`src/rtl/lookahead_ram_pkg.sv`:
```
// Shared types and elaboration helpers for the lookahead multiport RAM.
`timescale 1ns/1ps
package lookahead_ram_pkg;

    // Write-port life cycle: zero-fill, one-cycle settle, or open for traffic.
    typedef enum logic [1:0] {
        CLEAR      = 2'd0,
        READY_PEND = 2'd1,
        READY      = 2'd2
    } ram_state_e;

    // Number of byte-enable lanes in one word.
    function automatic int num_lanes(input int data_width, input int symbol_width);
        return data_width / symbol_width;
    endfunction

    // True when the address bus is wide enough to reach every word.
    function automatic bit addr_width_ok(input int address_width, input int depth);
        return address_width >= $clog2(depth);
    endfunction

endpackage

```
`src/rtl/lookahead_ram_rdport.sv`:
```
// One read port: range check, registered lookahead bypass and output hold.
`timescale 1ns/1ps
module lookahead_ram_rdport
    import lookahead_ram_pkg::*;
#(
    parameter int DATA_WIDTH    = 32,
    parameter int SYMBOL_WIDTH  = 8,
    parameter int DEPTH         = 16,
    parameter int ADDRESS_WIDTH = 4,
    localparam int NUM_LANES    = num_lanes(DATA_WIDTH, SYMBOL_WIDTH)
) (
    input  logic                     clk,
    input  logic                     reset,
    input  logic                     ready,
    input  logic                     rd_read,
    input  logic [ADDRESS_WIDTH-1:0] rd_address,
    input  logic [DATA_WIDTH-1:0]    mem_rdata,
    input  logic                     wr_accept,
    input  logic [ADDRESS_WIDTH-1:0] wr_address,
    input  logic [DATA_WIDTH-1:0]    wr_writedata,
    input  logic [NUM_LANES-1:0]     wr_byteenable,
    output logic [DATA_WIDTH-1:0]    rd_readdata
);

    localparam logic [ADDRESS_WIDTH:0] DEPTH_L = (ADDRESS_WIDTH + 1)'(DEPTH);

    logic                  in_range;
    logic [DATA_WIDTH-1:0] arr_q;
    logic [DATA_WIDTH-1:0] wd_q;
    logic [NUM_LANES-1:0]  be_q;
    logic                  byp_q;

    assign in_range = ({1'b0, rd_address} < DEPTH_L);

    // Capture old array contents plus any same-cycle write; hold while idle.
    always_ff @(posedge clk) begin
        if (reset) begin
            arr_q <= '0;
            wd_q  <= '0;
            be_q  <= '0;
            byp_q <= 1'b0;
        end else if (rd_read) begin
            if (ready && in_range) begin
                arr_q <= mem_rdata;
                byp_q <= wr_accept && (wr_address == rd_address);
                be_q  <= wr_byteenable;
                wd_q  <= wr_writedata;
            end else begin
                arr_q <= '0;
                byp_q <= 1'b0;
            end
        end
    end

    // Merge the captured write over the old word, lane by lane.
    always_comb begin
        rd_readdata = arr_q;
        if (byp_q) begin
            for (int s = 0; s < NUM_LANES; s++) begin
                if (be_q[s]) begin
                    rd_readdata[s*SYMBOL_WIDTH +: SYMBOL_WIDTH] = wd_q[s*SYMBOL_WIDTH +: SYMBOL_WIDTH];
                end
            end
        end
    end

endmodule

```
`src/rtl/lookahead_mport_ram.sv`:
```
// Lookahead multiport RAM: one byte-masked write port, NUM_RD_PORTS read ports,
// optional zero-fill after reset.
//
// Write handshake: a write is taken on a rising edge when wr_write=1 and
// wr_waitrequest=0 at that edge (and the address is inside DEPTH). While
// wr_waitrequest=1 writes are discarded, never queued. Reads have no
// handshake: rd_read[p] samples an address and the result appears one edge later.
`timescale 1ns/1ps
module lookahead_mport_ram
    import lookahead_ram_pkg::*;
#(
    parameter int DATA_WIDTH     = 32,
    parameter int SYMBOL_WIDTH   = 8,
    parameter int DEPTH          = 16,
    parameter int ADDRESS_WIDTH  = 4,
    parameter int NUM_RD_PORTS   = 2,
    parameter int CLEAR_ON_RESET = 1,
    localparam int NUM_LANES     = num_lanes(DATA_WIDTH, SYMBOL_WIDTH)
) (
    input  logic                                 clk,
    input  logic                                 reset,
    input  logic [ADDRESS_WIDTH-1:0]             wr_address,
    input  logic [DATA_WIDTH-1:0]                wr_writedata,
    input  logic [NUM_LANES-1:0]                 wr_byteenable,
    input  logic                                 wr_write,
    output logic                                 wr_waitrequest,
    input  logic [NUM_RD_PORTS*ADDRESS_WIDTH-1:0] rd_address,
    input  logic [NUM_RD_PORTS-1:0]              rd_read,
    output logic [NUM_RD_PORTS*DATA_WIDTH-1:0]   rd_readdata
);

    localparam int                     IDX_W       = (DEPTH > 1) ? $clog2(DEPTH) : 1;
    localparam logic [ADDRESS_WIDTH:0] DEPTH_L     = (ADDRESS_WIDTH + 1)'(DEPTH);
    localparam logic [ADDRESS_WIDTH-1:0] CLR_START = ADDRESS_WIDTH'(DEPTH - 1);
    localparam ram_state_e             RESET_STATE = (CLEAR_ON_RESET != 0) ? CLEAR : READY_PEND;

    if (!addr_width_ok(ADDRESS_WIDTH, DEPTH)) begin : g_bad_address_width
        $error("ADDRESS_WIDTH too small for DEPTH");
    end

    logic [DATA_WIDTH-1:0]    mem [DEPTH];
    ram_state_e               state;
    logic [ADDRESS_WIDTH-1:0] clr_cnt;
    logic                     ready;
    logic                     clear_wr;
    logic                     wr_accept;

    assign ready     = (state == READY);
    assign clear_wr  = !reset && (state == CLEAR);
    assign wr_accept = !reset && wr_write && !wr_waitrequest && ({1'b0, wr_address} < DEPTH_L);

    // Clear/ready FSM with registered waitrequest; the counter stops at zero.
    always_ff @(posedge clk) begin
        if (reset) begin
            state          <= RESET_STATE;
            clr_cnt        <= CLR_START;
            wr_waitrequest <= 1'b1;
        end else begin
            case (state)
                CLEAR: begin
                    if (clr_cnt == '0) begin
                        state          <= READY;
                        wr_waitrequest <= 1'b0;
                    end else begin
                        clr_cnt <= clr_cnt - 1'b1;
                    end
                end
                READY_PEND: begin
                    state          <= READY;
                    wr_waitrequest <= 1'b0;
                end
                READY: begin
                    wr_waitrequest <= 1'b0;
                end
                default: begin
                    state          <= RESET_STATE;
                    wr_waitrequest <= 1'b1;
                end
            endcase
        end
    end

    // Array write: zero-fill while clearing, otherwise byte-masked user writes.
    always_ff @(posedge clk) begin
        if (clear_wr) begin
            mem[clr_cnt[IDX_W-1:0]] <= '0;
        end else if (wr_accept) begin
            for (int s = 0; s < NUM_LANES; s++) begin
                if (wr_byteenable[s]) begin
                    mem[wr_address[IDX_W-1:0]][s*SYMBOL_WIDTH +: SYMBOL_WIDTH]
                        <= wr_writedata[s*SYMBOL_WIDTH +: SYMBOL_WIDTH];
                end
            end
        end
    end

    for (genvar p = 0; p < NUM_RD_PORTS; p++) begin : g_rd
        logic [ADDRESS_WIDTH-1:0] addr;
        logic [DATA_WIDTH-1:0]    rdata;

        assign addr  = rd_address[p*ADDRESS_WIDTH +: ADDRESS_WIDTH];
        assign rdata = ({1'b0, addr} < DEPTH_L) ? mem[addr[IDX_W-1:0]] : '0;

        lookahead_ram_rdport #(
            .DATA_WIDTH    (DATA_WIDTH),
            .SYMBOL_WIDTH  (SYMBOL_WIDTH),
            .DEPTH         (DEPTH),
            .ADDRESS_WIDTH (ADDRESS_WIDTH)
        ) u_rdport (
            .clk           (clk),
            .reset         (reset),
            .ready         (ready),
            .rd_read       (rd_read[p]),
            .rd_address    (addr),
            .mem_rdata     (rdata),
            .wr_accept     (wr_accept),
            .wr_address    (wr_address),
            .wr_writedata  (wr_writedata),
            .wr_byteenable (wr_byteenable),
            .rd_readdata   (rd_readdata[p*DATA_WIDTH +: DATA_WIDTH])
        );
    end

endmodule

```
`config.mk`:
```
export PLATFORM = sky130hd
export DESIGN_NAME = lookahead_mport_ram
export DESIGN_NICKNAME = d
export VERILOG_FILES = /design/src/rtl/lookahead_ram_pkg.sv /design/src/rtl/lookahead_ram_rdport.sv /design/src/rtl/lookahead_mport_ram.sv
export SDC_FILE = /design/constraint.sdc
export NUM_CORES = 1
export LEC_CHECK = 0
export BUFFER_PORTS_ARGS = -buffer_cell sky130_fd_sc_hd__buf_2
export CELL_PAD_IN_SITES_DETAIL_PLACEMENT = 1
export CELL_PAD_IN_SITES_GLOBAL_PLACEMENT = 1
export CORE_ASPECT_RATIO = 0.75
export CORE_MARGIN = 5
export CORE_UTILIZATION = 35
export DETAILED_ROUTE_END_ITERATION = 6
export GPL_TIMING_DRIVEN = 0
export MAX_ROUTING_LAYER = met4
export PLACE_DENSITY = 0.53
export SYNTH_ARGS = -nofsm -noshare
export SYNTH_HDL_FRONTEND = slang
export SYNTH_HIERARCHICAL = 1
export SYNTH_SLANG_ARGS = --single-unit
```
`constraint.sdc`:
```
create_clock -name clk -period 5 [get_ports clk]
set_input_delay 0.25 -clock clk [delete_from_list [all_inputs] [get_ports clk]]
set_output_delay 0.25 -clock clk [all_outputs]
set_load 0.05 [all_outputs]
```
* Yosys cells after proc, flatten, opt, wreduce, memory -nomap -nowiden
Memory sizes are Yosys's and may differ from the RTL's. Cells that the tools add are included.
Word-level totals: flip-flop bits (word level) 145, bits in writable memories 512, bits of input ports 53, word-level logic and storage cells 74, memories 1
Operators by class: add/subtract/negate cells 1, eq/ne operators 5, muxes and demuxes 39, bitwise gates (word level) 2, reductions and logical operators 15
Memories:
- mem | depth 16, bits a word 32, read ports 2, clocked after memory_dff 0, write ports 1, RTL line lookahead_mport_ram.sv:41 | logic [DATA_WIDTH-1:0] mem [DEPTH];
Operator list (number):
- 2-to-1 mux 32 bit | 5
- 2-to-1 mux 8 bit | 8
- OR reduction 32 bit | 1
- 2-to-1 mux 1 bit | 21
- equality test 4 bit | 2
- 2-to-1 mux 4 bit | 2
- AND reduction 2 bit | 4
- one-hot mux 2 bit (3 select lines) | 1
- logical AND 1 bit | 5
- logical NOT 4 bit | 1
- subtractor 4 x 1 -> 4 bit, second input constant | 1
- equality test 2 x 1 -> 1 bit, second input constant | 1
- equality test 2 bit, second input constant | 1
- logical NOT 1 bit | 2
- logical NOT 2 bit | 1
- 2-to-1 mux 2 bit | 1
- != test 2 x 1 -> 1 bit, second input constant | 1
- NOT 1 bit | 2
- one-hot mux 1 bit (2 select lines) | 1
- OR reduction 2 bit | 1

* Longest topological paths before layout
Gate-level depths: netlist of run 1.
depth after elaboration 8, depth in mapped cells 7, gate-level depth less buffers 5

* Modules after synthesis
Netlist of run 1, hierarchy kept.
Modules (own cells, without submodules):
- lookahead_mport_ram | times used 1, cells an instance 1260, area an instance 24085.6 sq um, sequential area each 15494.9 sq um
- lookahead_ram_rdport | times used 2, cells an instance 343, area an instance 2992.9 sq um, sequential area each 1381.3 sq um

* Worst setup path before layout of run 1
Ideal clock, no wire load.
path type flip-flop to flip-flop, start point reg wr_waitrequest, end point mem mem[10][0], enable pin, setup time 0.375 ns, data arrival time 1.991 ns, data required time 4.625 ns, path slack 2.633 ns, stages on the path, launching flop included 6, clock period less this slack 2.367 ns, cell sequence dfxtp_1 nand4bb_1 clkbuf_1 buf_2 o2111ai_1 a21oi_1
Between the ends: cells in the longest elaborated chain, start to end 7
Ends and longest elaborated chain:
- from (decl) | RTL line lookahead_mport_ram.sv:26 | output logic wr_waitrequest,
- from (signal assigned) | RTL line lookahead_mport_ram.sv:57 | wr_waitrequest <= 1'b1;
- from (signal assigned) | RTL line lookahead_mport_ram.sv:63 | wr_waitrequest <= 1'b0;
- from (signal assigned) | RTL line lookahead_mport_ram.sv:70 | wr_waitrequest <= 1'b0;
- logical NOT 1 bit (*) | RTL line lookahead_mport_ram.sv:50 | assign wr_accept = !reset && wr_write && !wr_waitrequest && ({1'b0, wr_address} < DEPTH_L);
- logical AND 1 bit (*) | RTL line lookahead_mport_ram.sv:50
- 2-to-1 mux 1 bit | RTL line lookahead_mport_ram.sv:87 | end else if (wr_accept) begin
- 2-to-1 mux 1 bit | RTL line lookahead_mport_ram.sv:85 | if (clear_wr) begin
- 2-to-1 mux 1 bit (implied by the code) | RTL line lookahead_mport_ram.sv:90 | mem[wr_address[IDX_W-1:0]][s*SYMBOL_WIDTH +: SYMBOL_WIDTH]
- OR reduction 32 bit (no line)
- 2-to-1 mux 4 bit (no line)
- to (decl) | RTL line lookahead_mport_ram.sv:41
Every way passes the cells marked *; elsewhere a longest branch is shown, timed or not.

* Worst setup path after layout of run 1
start point reg state[1], end point mem mem[14][24], enable pin
Between the ends: cells in the longest elaborated chain, start to end 6
Ends and longest elaborated chain:
- from (decl) | RTL line lookahead_mport_ram.sv:42 | ram_state_e state;
- from (signal assigned) | RTL line lookahead_mport_ram.sv:55 | state <= RESET_STATE;
- from (signal assigned) | RTL line lookahead_mport_ram.sv:62 | state <= READY;
- from (signal assigned) | RTL line lookahead_mport_ram.sv:69 | state <= READY;
- logical NOT 2 bit (*) | RTL line lookahead_mport_ram.sv:49 | assign clear_wr = !reset && (state == CLEAR);
- logical AND 1 bit (*) | RTL line lookahead_mport_ram.sv:49
- 2-to-1 mux 1 bit | RTL line lookahead_mport_ram.sv:85
- 2-to-1 mux 1 bit (implied by the code) | RTL line lookahead_mport_ram.sv:90
- OR reduction 32 bit (no line)
- 2-to-1 mux 4 bit (no line)
Marks and branches as above.

==> out/results.txt, run 1 <==
Synth Cell Area - 30100 µm²
path type of the worst min-delay path - input pin to register
final wirelength - 112000 µm
first-pass GRT wire length - 157000 µm
sequential-to-total area share from yosys stat - 60.7%
required time of the critical path - 5200 ps
Final Max Slew Viols - 0
Post-Syn Instances - 1946
DP Cell Count - 3215
Buf+Inv Stages, Crit Path - 3
Post-Layout Cell Count - 3392
ANT nets after route - 0
H-tree depth - 3
Setup TNS - 0 ps
FMAX - 287 MHz
Fill cells - 8584
Final min period - 3480 ps
slowest CP cell - o21ai_0
routability cong. - 0.940
DR pass1 iterations - 5
TritonCTS clock tree - built
Pwr Density - 344 nW/µm²
via count - 20.0k
peak supply drop - 0.199 mV
Num CTS Buffers - 73
mean number of vias per cell - 5.89
Resize count post-CTS - 0
Critical Setup Path Class - register to register
Layout area overhead - 16.6%
I/O pins - 118
initial DRC count - 1762
die area - 91900 µm²
worst path cell trace - clkbuf_2 > nand4bb_1 > clkbuf_1 > buf_2 > o21ai_0 > a21oi_1
share of layout cells above drive strength 1 - 30.3%
crit path DAT - 3680 ps
Final period util - 69.6%
clock root buffer - clkbuf_16
most frequent cells in the layout - edfxtp_1, mux4_2, nand2_1
vias in the first global route - 20.7k
Max clock buf depth - 3
Tot Pwr - 12.1 mW
CP max stage delay - 910 ps
WL/cell - 33.2 µm
delay-heaviest family, CP - compound AO/OA/AOI/OAI gates
Tightest Pin Transition - 1460 ps
synth warn - 6
syn_nets - 2000
CP Max Fanout - 10
Die Span X - 348 µm
input/output buffers - 115
Rel. slew slack - 3.00%
status - finished, final reports clean
max cap viols - 0
antenna violations before repair - 4
Worst Setup End Kind - register
RSZ-0062 raised after global routing - false
Hold Vio Cnt, Final - 0
DIE HEIGHT - 264 µm
largest net degree at the start of global routing - 17
initial core utilization - 35.2%
#FFs+latches synth - 656
Layout Skew - 29.3 ps
Post-Syn Area per Cell - 15.5 µm²
DP HPWL - 77900 µm
core area - 85500 µm²
gr usage total - 24.8%
Cell Rows - 93
Synth cell types - 46
Setup-failing EPs final - 0
drc violations - 0
commonest non-fill, non-tap cell in the layout - edfxtp_1
Sinks on Clock Net - 656
Clock Latency Late Sink - 640 ps
CP Launch Type - register
Clock transition at path regs - 60 ps
final net count - 2243
leakage power - 10.6 nW
GRT Residual Overflow - 0
-- flip-flops by register name, indices dropped and copies added, names as in the netlist --
name and count:
clr_cnt 4, g_rd.u_rdport/arr_q 64, g_rd.u_rdport/be_q 8, g_rd.u_rdport/byp_q 2, g_rd.u_rdport/wd_q 64, mem 512, state 1, wr_waitrequest 1
-- cell families (layout without fill, tap and decap cells) --
logic type | count (synthesis) | after routing | share of synthesized area [%]
AO/OA/AOI/OAI | 357 | 357 | 7.69
adder cells (fa/ha/maj) | 1 | 1 | 0.0416
other | 0 | 3 | 0
multiplexers | 320 | 320 | 21.6
buffers and inverters | 162 | 465 | 2.76
XOR/XNOR | 8 | 8 | 0.233
AND/OR/NAND/NOR | 442 | 442 | 6.99
flip-flops | 656 | 656 | 60.7
-- synthesized netlist by cell type (all sizes together) --
| cell type | count | share of area, % |
|---|---|---|
| nor3b | 2 | 0.050 |
| nor2 | 70 | 0.87 |
| nor4 | 1 | 0.071 |
| buf | 85 | 1.8 |
| and2 | 6 | 0.12 |
| mux2 | 64 | 2.4 |
| and4b | 2 | 0.067 |
| and3b | 4 | 0.12 |
| nor2b | 72 | 1.5 |
| o21ai | 12 | 0.20 |
| and4 | 1 | 0.029 |
| clkbuf | 71 | 0.89 |
| dfxtp | 144 | 9.6 |
| nand2b | 2 | 0.042 |
| nand4b | 2 | 0.058 |
| inv | 6 | 0.075 |
| o2111ai | 8 | 0.23 |
| nand3 | 6 | 0.10 |
| o311ai | 1 | 0.029 |
| or3 | 2 | 0.042 |
| a21o | 1 | 0.025 |
| ha | 1 | 0.042 |
| and3 | 33 | 0.69 |
| a21oi | 200 | 3.8 |
| and4bb | 1 | 0.042 |
| nand2 | 218 | 2.7 |
| mux4 | 256 | 19 |
| a31oi | 1 | 0.021 |
| nor4bb | 1 | 0.033 |
| a22oi | 128 | 3.2 |
| o32ai | 2 | 0.058 |
| nand4 | 16 | 0.33 |
| nand4bb | 1 | 0.037 |
| edfxtp | 512 | 51 |
| xnor2 | 8 | 0.23 |
| or4 | 2 | 0.050 |
| o211ai | 4 | 0.10 |
-- final cells by class --
class                           instances  area [µm²]  area share (%)
Clock buffer                          110        2130            6.08
Clock inverter                         25         195           0.556
Timing Repair Buffer                  168        1150            3.29
Tap cell                             1140        1430            4.07
Inverter                                6        22.5          0.0642
Antenna cell                            3        7.51          0.0214
Buffer                                156         808            2.30
Sequential cell                       656       18300            52.1
Multi-Input combinational cell       1128       11100            31.6
-- path summary, 6_finish.rpt --
kind	slack, ps	cells after the start	startpoint	endpoint
setup / recovery	1520	6	state[1]	mem[14][24]
hold / removal	100	4	rd_read[1]	g_rd[1].u_rdport/arr_q[22]
setup reg to reg	1520	6	state[1]	mem[14][24]
hold reg to reg	450	2	g_rd[1].u_rdport/wd_q[0]	g_rd[1].u_rdport/wd_q[0]
-- routing by layer --
metal | up-vias | share of wire, % | track usage (%)
met4 | 0 | 3.4 | 7.44
li1 | 8248 | - | -
met5 | - | 0 | -
met2 | 856 | 45 | 36.8
met1 | 10700 | 44 | 34.4
met3 | 202 | 7.9 | 5.44
-- worst reg2reg max path: cells and delay by family, from the launching register on --
family	cells	cell delay (ps)
compound gates	2	1590
flops	1	590
buf+inv	3	740
simple gates	1	120
-- repair_timing --
| item | 4_1_cts | 5_1_grt |
|---|---|---|
| buffers inserted | 0 | 0 |
| hold buffers | 37 | 0 |
| endpoints found under the hold margin | 74 | 0 |
-- where the power goes --
group | internal (mW) | total [mW] | switching, mW
Sequential | 5.87 | 5.90 | 0.0258
Combinational | 0.293 | 0.841 | 0.548
Clock | 3.10 | 5.33 | 2.22
Total | 9.27 | 12.1 | 2.80
-- stage by stage --
step | hold slack (ps) | setup WS [ps] | utilization (%) | area [µm²]
floorplan | 322 | 2630 | - | 30100
global placement | 439 | 1400 | 37.5 | 32100
detailed placement | 447 | 1580 | 37.8 | 32300
CTS | 52.9 | 1550 | 40.9 | 35000
global route | 91.1 | 1570 | 41.0 | 35100
finish | 103 | 1520 | 41.0 | 35100
Note: power is estimated with default switching activity, not from simulation.
==> run 2, diff against run 1 <==
- clock period: 5 -> 3.26 ns (I/O delays scaled with it)
==> out/results.txt, run 2 (synthesis gave the netlist of run 1 again) <==
ANT nets after route - 0 (unchanged)
Final min period - 3320 ps (-161 ps)
worst path cell trace - clkbuf_2 > and4bb_2 > buf_2 > nand4_1 > a21oi_1
CP Max Fanout - 10 (unchanged)
reg2reg end - mem[1][5]
I/O pins - 118 (unchanged)
Design Area, Final - 35200 µm² (+0.24%)
Fill cells - 8577 (-0.082%)
Cell Rows - 93 (unchanged)
Critical Setup Path Class - register to register
Worst Setup End Kind - register
Tightest Pin Transition - 1410 ps (-49.3 ps)
CP max stage delay - 1160 ps (+250 ps)
most frequent cells in the layout - edfxtp_1, mux4_2, nand2_1
failing checks - setup timing
vias in the first global route - 20.6k (-0.082%)
Clock transition at path regs - 60 ps (about the same)
post-layout util - 41.1% (+0.099 points)
RSZ-0062 raised after global routing - true
path type of the worst min-delay path - input pin to register
Hold Startpoint - rd_address[5]
first-pass GRT wire length - 157000 µm (about the same)
mean number of vias per cell - 5.88 (-0.21%)
Rel. slew slack - 6.29% (+3.3 points)
Placed Area - 32300 µm² (unchanged)
DP HPWL - 77900 µm (unchanged)
DIE HEIGHT - 264 µm (unchanged)
largest net degree at the start of global routing - 17 (unchanged)
H-tree depth - 3 (unchanged)
GRT Residual Overflow - 0 (unchanged)
share of layout cells above drive strength 1 - 31.1% (+0.73 points)
Clock Latency Late Sink - 640 ps (about the same)
peak supply drop - 0.310 mV (+55%)
Layout area overhead - 16.9%
final wirelength - 112000 µm (-0.12%)
TritonCTS clock tree - built
Max clock buf depth - 3 (unchanged)
routability cong. - 0.940 (unchanged)
CP Launch Type - register
DR pass1 iterations - 5 (unchanged)
Final Max Slew Viols - 0 (unchanged)
input/output buffers - 115 (unchanged)
Worst R2R Setup Slack - -60 ps (-1580 ps)
FMAX - 301 MHz (+4.8%)
Final period util - 102% (+32 points)
via count - 19.9k (-0.21%)
final net count - 2245 (+0.089%)
clock root buffer - clkbuf_16
Layout Skew - 29.3 ps (+0.0442 ps)
initial DRC count - 1994 (+13%)
Hold Vio Cnt, Final - 0 (unchanged)
crit path DAT - 3550 ps (-130 ps)
r2r startpoint - state[1]
drc violations - 0 (unchanged)
die area - 91900 µm² (unchanged)
setup bufs post-CTS - 0 (unchanged)
gr usage total - 24.8% (about the same)
Hold EP - g_rd[1].u_rdport/byp_q
required time of the critical path - 3490 ps (-1710 ps)
slowest CP cell - a21oi_1
Reg2Reg Depth - 5 (-1)
antenna violations before repair - 2 (-2)
status - finished, violations left
commonest non-fill, non-tap cell in the layout - edfxtp_1
Sinks on Clock Net - 656 (unchanged)
Pwr Density - 526 nW/µm² (+53%)
Buf+Inv Stages, Crit Path - 2 (-1)
Die Span X - 348 µm (unchanged)
Final Worst Setup Slack - -59.5 ps (-1580 ps)
delay-heaviest family, CP - compound AO/OA/AOI/OAI gates
Setup-failing EPs final - 21 (+21)
hold path depth - 4 (unchanged)
initial core utilization - 35.2% (unchanged)
Num CTS Buffers - 73 (unchanged)
WL/cell - 33.1 µm (-0.12%)
max cap viols - 0 (unchanged)
leakage power - 10.6 nW (about the same)
max reg flops - 512 (unchanged)
core area - 85500 µm² (unchanged)
run 2: how the worst max path moves through the flow:
| stage | from | endpoint | cells after the start |
|---|---|---|---|
| 2_1_floorplan | wr_waitrequest | mem[10][0] | 5 |
| 3_3_place_gp | state[1] | mem[15][22] | 5 |
| 6_report | state[1] | mem[1][5] | 5 |
| 5_1_grt | state[1] | mem[1][5] | 5 |
| 4_1_cts | state[1] | mem[7][8] | 5 |
| 3_5_place_dp | state[1] | mem[11][9] | 6 |
run 2: timing repair:
action                                  in CTS  in global routing
hold endpoints to repair                    85                  0
endpoints found under the setup margin      48                127
cloned                                       0                  0
hold buffers                                40                  0
gates resized for setup                      7                 16
run 2: area by class of cell:
class                      instances  area, µm²  share of cell area, %
timing repair buffer             170       1180                   3.34
inverter                           6       22.5                 0.0641
multi-input combinational       1128      11100                   31.7
sequential                       656      18300                   51.9
clock inverter                    25        195                  0.555
clock buffer                     110       2130                   6.06
tap                             1140       1430                   4.06
antenna                            1       2.50                0.00712
buffer                           156        808                   2.30
run 2: per-layer routing:
metal / track usage [%] / share of wire [%] / vias to the layer above
met4: 7.26 / 3.3 / 0
met5: - / 0 / -
li1: - / - / 8256
met2: 36.9 / 45 / 815
met1: 34.5 / 44 / 10700
met3: 5.32 / 7.6 / 191
run 2: tightest hold or removal path, delay by kind of cell:
family	cells	cell delay [ps]
compound gates	1	110
buf+inv	1	120
simple gates	1	160
xor+xnor	1	80
run 2: stage by stage:
stage	power [mW]	hold WS (ps)	instances	worst slack (ps)	TNS [ps]
2_1_floorplan	9.90	235	1946	893	0
6_report	18.5	50.2	3392	-59.5	-707
4_1_cts	18.7	1.64	3390	2.21	0
3_3_place_gp	10.4	427	3201	-339	-34030
5_1_grt	19.1	29.1	3392	-73.6	-1060
3_5_place_dp	10.5	436	3215	-158	-3560
run 2: power by group:
part / total [mW] / internal (mW) / switching [mW]
Sequential: 9.05 / 9.01 / 0.0399
Combinational: 1.30 / 0.453 / 0.843
Clock: 8.17 / 4.76 / 3.41
